### config.mk
export PLATFORM = sky130hd
export DESIGN_NAME = ara_pe_req_broadcast_flat
export DESIGN_NICKNAME = d
export VERILOG_FILES = /design/src/rtl/ara_pe_req_broadcast_pkg.sv /design/src/rtl/ara_pe_req_broadcast_if.sv /design/src/rtl/ara_pe_req_broadcast_accept.sv /design/src/rtl/ara_pe_req_broadcast.sv /design/src/flat_wrapper.sv
export SDC_FILE = /design/constraint.sdc
export NUM_CORES = 1
export LEC_CHECK = 0
export BUFFER_PORTS_ARGS = -buffer_cell sky130_fd_sc_hd__buf_2
export CORE_MARGIN = 5
export CORE_UTILIZATION = 52
export DETAILED_ROUTE_END_ITERATION = 7
export PLACE_DENSITY = 0.8
export REMOVE_ABC_BUFFERS = 1
export SLEW_MARGIN = 30
export SYNTH_ARGS = -nofsm -noshare
export SYNTH_HDL_FRONTEND = slang
export SYNTH_SLANG_ARGS = --single-unit
### constraint.sdc
create_clock -name clk -period 3 [get_ports clk]
set_clock_uncertainty 0.15 [all_clocks]
set_input_delay 0 -clock clk [delete_from_list [all_inputs] [get_ports clk]]
set_output_delay 0 -clock clk [all_outputs]
set_load 0.01 [all_outputs]
### src/rtl/ara_pe_req_broadcast_pkg.sv
// ara_pe_req_broadcast_pkg: request type, PE index offsets and the hazard scrub helper.
package ara_pe_req_broadcast_pkg;
  localparam int NrVInsn = 8;
  localparam int OffsetLoad = 0;
  localparam int OffsetStore = 1;
  localparam int OffsetSlide = 2;
  localparam int OffsetMask = 3;
  localparam int NrExtraPEs = 4;
  typedef logic [$clog2(NrVInsn)-1:0] vid_t;
  typedef struct packed {
    vid_t id;
    logic [7:0] op;
    logic [NrVInsn-1:0] hazard_vs1;
    logic [NrVInsn-1:0] hazard_vs2;
    logic [NrVInsn-1:0] hazard_vd;
    logic [NrVInsn-1:0] hazard_vm;
    logic [NrVInsn-1:0] vinsn_running;
  } pe_req_t;
  // Hazards may only shrink to instructions still running.
  function automatic pe_req_t scrub(input pe_req_t r, input logic [NrVInsn-1:0] running);
    scrub = r;
    scrub.hazard_vs1 = r.hazard_vs1 & running;
    scrub.hazard_vs2 = r.hazard_vs2 & running;
    scrub.hazard_vd = r.hazard_vd & running;
    scrub.hazard_vm = r.hazard_vm & running;
    scrub.vinsn_running = running;
  endfunction
endpackage

### src/rtl/ara_pe_req_broadcast_if.sv
// ara_pe_req_broadcast_if: sequencer-side and PE-side request signals of the broadcast queue.
interface ara_pe_req_broadcast_if import ara_pe_req_broadcast_pkg::*; #(parameter int NrPEs = 8);
  pe_req_t req;
  logic [NrPEs-1:0] req_target;
  logic req_valid;
  logic req_ready;
  logic [NrVInsn-1:0] vinsn_running;
  pe_req_t pe_req;
  logic [NrPEs-1:0] pe_req_valid;
  logic [NrPEs-1:0] pe_req_ready;
  logic idle;
  modport master (
    output req, req_target, req_valid, vinsn_running, pe_req_ready,
    input req_ready, pe_req, pe_req_valid, idle
  );
  modport slave (
    input req, req_target, req_valid, vinsn_running, pe_req_ready,
    output req_ready, pe_req, pe_req_valid, idle
  );
endinterface

### src/rtl/ara_pe_req_broadcast_accept.sv
// ara_pe_accept_tracker: records which PEs took the head request and flags when all targets have.
module ara_pe_accept_tracker #(
  parameter int NrPEs = 8
) (
  input  logic clk,
  input  logic rst,
  input  logic head_valid,
  input  logic [NrPEs-1:0] target,
  input  logic [NrPEs-1:0] ready,
  output logic [NrPEs-1:0] pe_valid,
  output logic done
);
  logic [NrPEs-1:0] sent;
  logic [NrPEs-1:0] hs;
  assign pe_valid = {NrPEs{head_valid}} & target & ~sent;
  assign hs = pe_valid & ready;
  assign done = head_valid && (((sent | hs) & target) == target);
  always_ff @(posedge clk) begin
    if (rst || done) sent <= '0;
    else sent <= sent | hs;
  end
endmodule

### src/rtl/ara_pe_req_broadcast.sv
// ara_pe_req_broadcast: in-order request queue broadcasting its head to a per-request subset of PEs.
module ara_pe_req_broadcast import ara_pe_req_broadcast_pkg::*; #(
  parameter int NrLanes = 4,
  parameter int Depth = 2
) (
  input logic clk,
  input logic rst,
  ara_pe_req_broadcast_if.slave bus
);
  localparam int NrPEs = NrLanes + NrExtraPEs;
  localparam int PtrW = Depth > 1 ? $clog2(Depth) : 1;
  localparam int CntW = $clog2(Depth + 1);
  typedef logic [NrPEs-1:0] pe_target_t;
  pe_req_t req_q [Depth];
  pe_target_t tgt_q [Depth];
  logic [PtrW-1:0] rd, wr;
  logic [CntW-1:0] count;
  logic empty, push, pop;
  pe_target_t pe_valid;
  function automatic logic [PtrW-1:0] nxt(input logic [PtrW-1:0] p);
    return (p == PtrW'(Depth - 1)) ? '0 : p + 1'b1;
  endfunction
  assign empty = count == '0;
  assign bus.req_ready = !rst && count < CntW'(Depth);
  assign push = bus.req_valid && bus.req_ready;
  assign bus.idle = empty;
  assign bus.pe_req = empty ? '0 : req_q[rd];
  assign bus.pe_req_valid = pe_valid;
  ara_pe_accept_tracker #(.NrPEs(NrPEs)) u_accept (
    .clk(clk),
    .rst(rst),
    .head_valid(!empty),
    .target(tgt_q[rd]),
    .ready(bus.pe_req_ready),
    .pe_valid(pe_valid),
    .done(pop)
  );
  always_ff @(posedge clk) begin
    if (rst) begin
      count <= '0;
      rd <= '0;
      wr <= '0;
    end else begin
      if (push) wr <= nxt(wr);
      if (pop) rd <= nxt(rd);
      count <= count + CntW'(push) - CntW'(pop);
    end
  end
  // Every slot is scrubbed each cycle; a push then overwrites its own slot.
  always_ff @(posedge clk) begin
    for (int i = 0; i < Depth; i++) req_q[i] <= scrub(req_q[i], bus.vinsn_running);
    if (push) begin
      req_q[wr] <= scrub(bus.req, bus.vinsn_running);
      tgt_q[wr] <= bus.req_target;
    end
  end
endmodule

### src/flat_wrapper.sv
// flat-port wrapper written by rule: the top's interface ports become plain ports
module ara_pe_req_broadcast_flat import ara_pe_req_broadcast_pkg::*;
#(
  parameter int NrLanes = 4,
  parameter int Depth = 2
)
  (clk, rst, bus_req, bus_req_target, bus_req_valid, bus_vinsn_running, bus_pe_req_ready, bus_req_ready, bus_pe_req, bus_pe_req_valid, bus_idle);
  ara_pe_req_broadcast_if bus_i ();
  input logic clk;
  input logic rst;
  input wire logic [$bits(bus_i.req)-1:0] bus_req;
  input wire logic [$bits(bus_i.req_target)-1:0] bus_req_target;
  input wire logic [$bits(bus_i.req_valid)-1:0] bus_req_valid;
  input wire logic [$bits(bus_i.vinsn_running)-1:0] bus_vinsn_running;
  input wire logic [$bits(bus_i.pe_req_ready)-1:0] bus_pe_req_ready;
  output wire logic [$bits(bus_i.req_ready)-1:0] bus_req_ready;
  output wire logic [$bits(bus_i.pe_req)-1:0] bus_pe_req;
  output wire logic [$bits(bus_i.pe_req_valid)-1:0] bus_pe_req_valid;
  output wire logic [$bits(bus_i.idle)-1:0] bus_idle;
  assign bus_i.req = bus_req;
  assign bus_i.req_target = bus_req_target;
  assign bus_i.req_valid = bus_req_valid;
  assign bus_i.vinsn_running = bus_vinsn_running;
  assign bus_i.pe_req_ready = bus_pe_req_ready;
  assign bus_req_ready = bus_i.req_ready;
  assign bus_pe_req = bus_i.pe_req;
  assign bus_pe_req_valid = bus_i.pe_req_valid;
  assign bus_idle = bus_i.idle;
  ara_pe_req_broadcast #(.NrLanes(NrLanes), .Depth(Depth)) u_core (.clk(clk), .rst(rst), .bus(bus_i));
endmodule
== Word level (Yosys, flattened, before mapping) ==
Memories as Yosys holds them, arrays and structs flattened. A register that Yosys moved wholly into a read port is not among the register bits.
Cells that the tools add are included.
Storage, ports and cells
  register bits after elaboration: 12
  bits in writable memories: 118
  input port bits: 78
  logic and storage cells: 46
  memories kept: 2
Memories
  u_core.req_q: depth 2, width 51, rd ports 3, clocked after Yosys merged registers in 1, wr ports 3, RTL line ara_pe_req_broadcast.sv:14  | pe_req_t req_q [Depth];
  u_core.tgt_q: depth 2, width 8, rd ports 1, clocked after Yosys merged registers in 1, wr ports 1, RTL line ara_pe_req_broadcast.sv:15  | pe_target_t tgt_q [Depth];
Cells by class
  $add $sub $neg: 4
  $lt $le $gt $ge: 1
  eq/ne operators: 1
  muxes and demuxes: 9
  bitwise gates (word level): 18
  reductions and logical operators: 7
Operators by type and width (count)
  8-bit AND: 16
  51-bit 2-to-1 mux: 1
  8-bit equality test: 1
  1-bit 2-to-1 mux: 8
  8-bit NOT: 1
  8-bit bitwise OR: 1
  1-bit logical AND: 3
  1-bit adder, second input constant: 2
  2-bit by 1-bit adder with 2-bit output: 1
  1-bit logical NOT: 2
  2-bit logical NOT: 1
  2-bit less-than comparator, second input constant: 1
  2-bit by 1-bit subtractor with 2-bit output: 1
  1-bit logical OR: 1

== Depth between registers and ports, before layout ==
  depth in word-level cells: 11
  gate-level depth with buffers: 11
  mapped depth without buffers: 9

== By module ==
A second synthesis with hierarchy kept.
Second synthesis, totals
  cells, all modules: 491
  area, all modules: 5016.1 um2
Modules (own cells, without submodules)
  ara_pe_req_broadcast: instances 1, cells an instance 433, area each 4588.2 um2, sequential area each 2682.6 um2
  ara_pe_accept_tracker: instances 1, cells an instance 58, area each 427.9 um2, sequential area each 160.2 um2

== Least setup slack after synthesis ==
Ideal clock, no wire load.
  path kind: register to register
  from: reg with a tool-made name
  to: reg u_core.count[0]
  library setup time: 0.114 ns
  arrival: 1.966 ns
  slack: 0.771 ns
  cell stages (with the launch flop): 10
  path buffers: 1
  clock period less this slack: 2.229 ns
  cell sequence: dfxtp_1 > buf_6 > mux2i_2 > nor3_1 > or4_4 > nor2_1 > ha_1 > inv_1 > ha_1 > nor2b_1
RTL lines
  to (signal assigned): RTL line ara_pe_req_broadcast.sv:46  | count <= count + CntW'(push) - CntW'(pop);
  to (decl): RTL line ara_pe_req_broadcast.sv:17  | logic [CntW-1:0] count;

==> results.md <==
- Status: complete, no violations
- CTS tree: done
- First-pass GRT wire length: 22.38 mm
- H-tree Lvls: 4
- Detailed placer's ending HPWL: approximately 8.0 mm
- Layout Area Growth over Synthesis: 42.48%
- Final Hold Violating Endpoints: 0
- Wirelength per Cell: about 17 um
- Synthesized area: around 5000 um^2
- Worst EP arrival: approximately 3.2 ns
- Core area: 9284 um^2
- RSZ-0062 raised after global routing: no
- Placement row count: 35
- CP Class: reg2reg
- Synth cell count leaders: nand2_1, dfxtp_1, a21boi_0
- DIE WIDTH: about 110 um
- Synth Instances: ~510
- Core Util, Final: 76.52%
- Vias in the first global route: slightly below 5k
- Die Y: ~110 um
- Initial Util: between 50% and 60%
- Num ports: 139
- Total grt overflow: 0
- Routed vias: 4487
- Worst Path Max Fanout: 20
- CTS resizes: 0
- Cell variety after synth: 33
- Synth Register Bits: roughly 120
- Least-Margin Pin Slew: 0.5087 ns
- Power density over the cells: around 640 nW/um^2
- Period utilisation layout: 96.22%
- DR iter-0 viols: 270
- Worst-Skew Late Latency: roughly 0.51 ns
- Min Hold Slack: slightly below 0.08 ns
- Most frequent cell after synthesis: nand2_1
- Sink Count: approximately 120
- Initial DRT Pass Iterations: 5
- Yosys top cell area share: between 30% and 40%
- Area leader, netlist: dfxtp_1
- GPL Wtd Cong: about 0.78
- Layout cells sized above 1: 24.48%
- Hold Crit Class: in2reg
- # setup viols final: 0
- Top cells by area, synth: dfxtp_1, edfxtp_1, nand2_1, mux2i_1, a21boi_0
- Slew Limit Fails: 0
- Leakage: 2.801 nW
- VDD IR max: ~0.4 mV
- Syn. warnings: 0
- Asr flop ratio synth: 0%
- Clock slew at reported path FFs: ~0.06 ns
- CP endpoint kind: register
- Avg Cell Area, Syn: 9.854 um^2
- DRT Wirelength: around 14 mm
- Max clock buf depth: 2
- Largest net degree at the start of global routing: 34
- Antenna violations before repair: 0
- Die Area: 11650 um^2
- Mean number of vias per cell: between 5 and 6
- Seq/Total Area, Yosys: between 50% and 60%
- Fmax: about 350 MHz
- I/O Buffers: 130
- Post-synth EDFFs: 38
- Total track usage: about a quarter
- Synth Flop Type: dfxtp_1
- Final Critical Period: a little under 3 ns
- Critical Path RT: approximately 3.3 ns
- Root buffer cell: clkbuf_8
- Startpoint types: register
- Worst relative slew slack: approximately two thirds
- CTS buffer count: 17
- MaxCap Viol Count: 0
- Final #Nets: between 700 and 800
- Antenna cells: 0
- # DRC: 0
- Fill count: 631
- Antenna Nets Post-Route: 0
-- worst max-delay path: stages (launching register included) --
cell           delay (ns)
dfxtp_4              0.57
mux2i_1              0.32
nor3_1               0.09
or4_4                0.55
or3_1                0.39
a21oi_1              0.17
dlygate4sd3_1        0.58
-- path summary, 6_finish.rpt --
kind	cells after the start	slack [ns]	startpoint	end
max reg2reg	6	0.11	register	u_core.rd
min reg2reg	2	0.31	u_core.req_q[0][39]	u_core.req_q[0][39]
max	6	0.11	register	u_core.rd
min	2	0.08	bus_req_target[6]	u_core.tgt_q[0][6]
-- cell families after synthesis --
kind of cell | synth area share (%)
buf+inv | 2.710
fa+ha+maj | 0.5018
xor+xnor | 0.3514
compound gates | 11.59
flops | 57.01
mux | 10.44
simple gates | 17.39
-- layout by cell type, fill, tap and decap left out, drive strengths merged, types with 2 or more instances in the layout --
cell	instances
buf	139
nand2	132
dfxtp	85
dlygate4sd3	71
a21boi	64
nor2	61
mux2i	49
edfxtp	38
clkbuf	18
nor3	9
a21oi	9
and2	8
inv	7
clkinv	6
bufinv	4
clkinvlp	3
or3	2
a31oi	2
ha	2
or2	2
mux2	2
-- power by group --
group          switching [mW]  leakage, nW  total, mW  internal (mW)
logic                   0.344         1.47      0.607          0.263
registers              0.0423         1.04       1.84           1.79
clock network           0.736        0.287       2.09           1.35
-- metal layers --
| metal | wire [um] | part of all wire (%) | track usage [%] |
|---|---|---|---|
| met5 | 0 | 0 | 0 |
| met1 | 5522 | 39 | 25.51 |
| met4 | 225 | 1.6 | 9.288 |
| met2 | 7465 | 53 | 46.89 |
| met3 | 976 | 6.9 | 6.539 |
-- cell type report --
| cell class | instances | area, um^2 | area share (%) |
|---|---|---|---|
| repair buffers | 210 | 1454 | 20.46 |
| inverters | 6 | 22.52 | 0.3170 |
| multi-input cells | 352 | 2008 | 28.27 |
| well taps | 129 | 161.4 | 2.272 |
| clock inverters | 14 | 193.9 | 2.730 |
| flip-flops and latches | 123 | 2846 | 40.07 |
| clock buffers | 18 | 417.9 | 5.882 |
-- registers in the layout, indices dropped and copies added (netlist names), named ones only --
| register | flops |
|---|---|
| u_core.count | 2 |
| u_core.u_accept.sent | 8 |
| u_core.wr | 1 |
| u_core.req_q | 94 |
| u_core.tgt_q | 16 |
| u_core.rd | 1 |
-- repair_timing --
action                     4_1_cts  5_1_grt
setup buffers                    0        0
hold endpoints to repair       123        0
setup endpoints to repair        0        0
hold buffers                    71        0
-- per-stage QoR --
stage	total power, mW	instance area, um^2	TNS [ns]	std cells	worst slack (ns)
after global routing	4.690	7104	0	852	0.05482
after global placement	2.365	5782	0	749	0.5059
after floorplan	2.138	4873	-6.017	481	-0.7989
after CTS	4.544	7104	0	852	0.2258
after detailed placement	2.381	5782	0	749	0.4805
final	4.529	7104	0	852	0.1133
No activity file was read; power rests on OpenSTA's default activity.
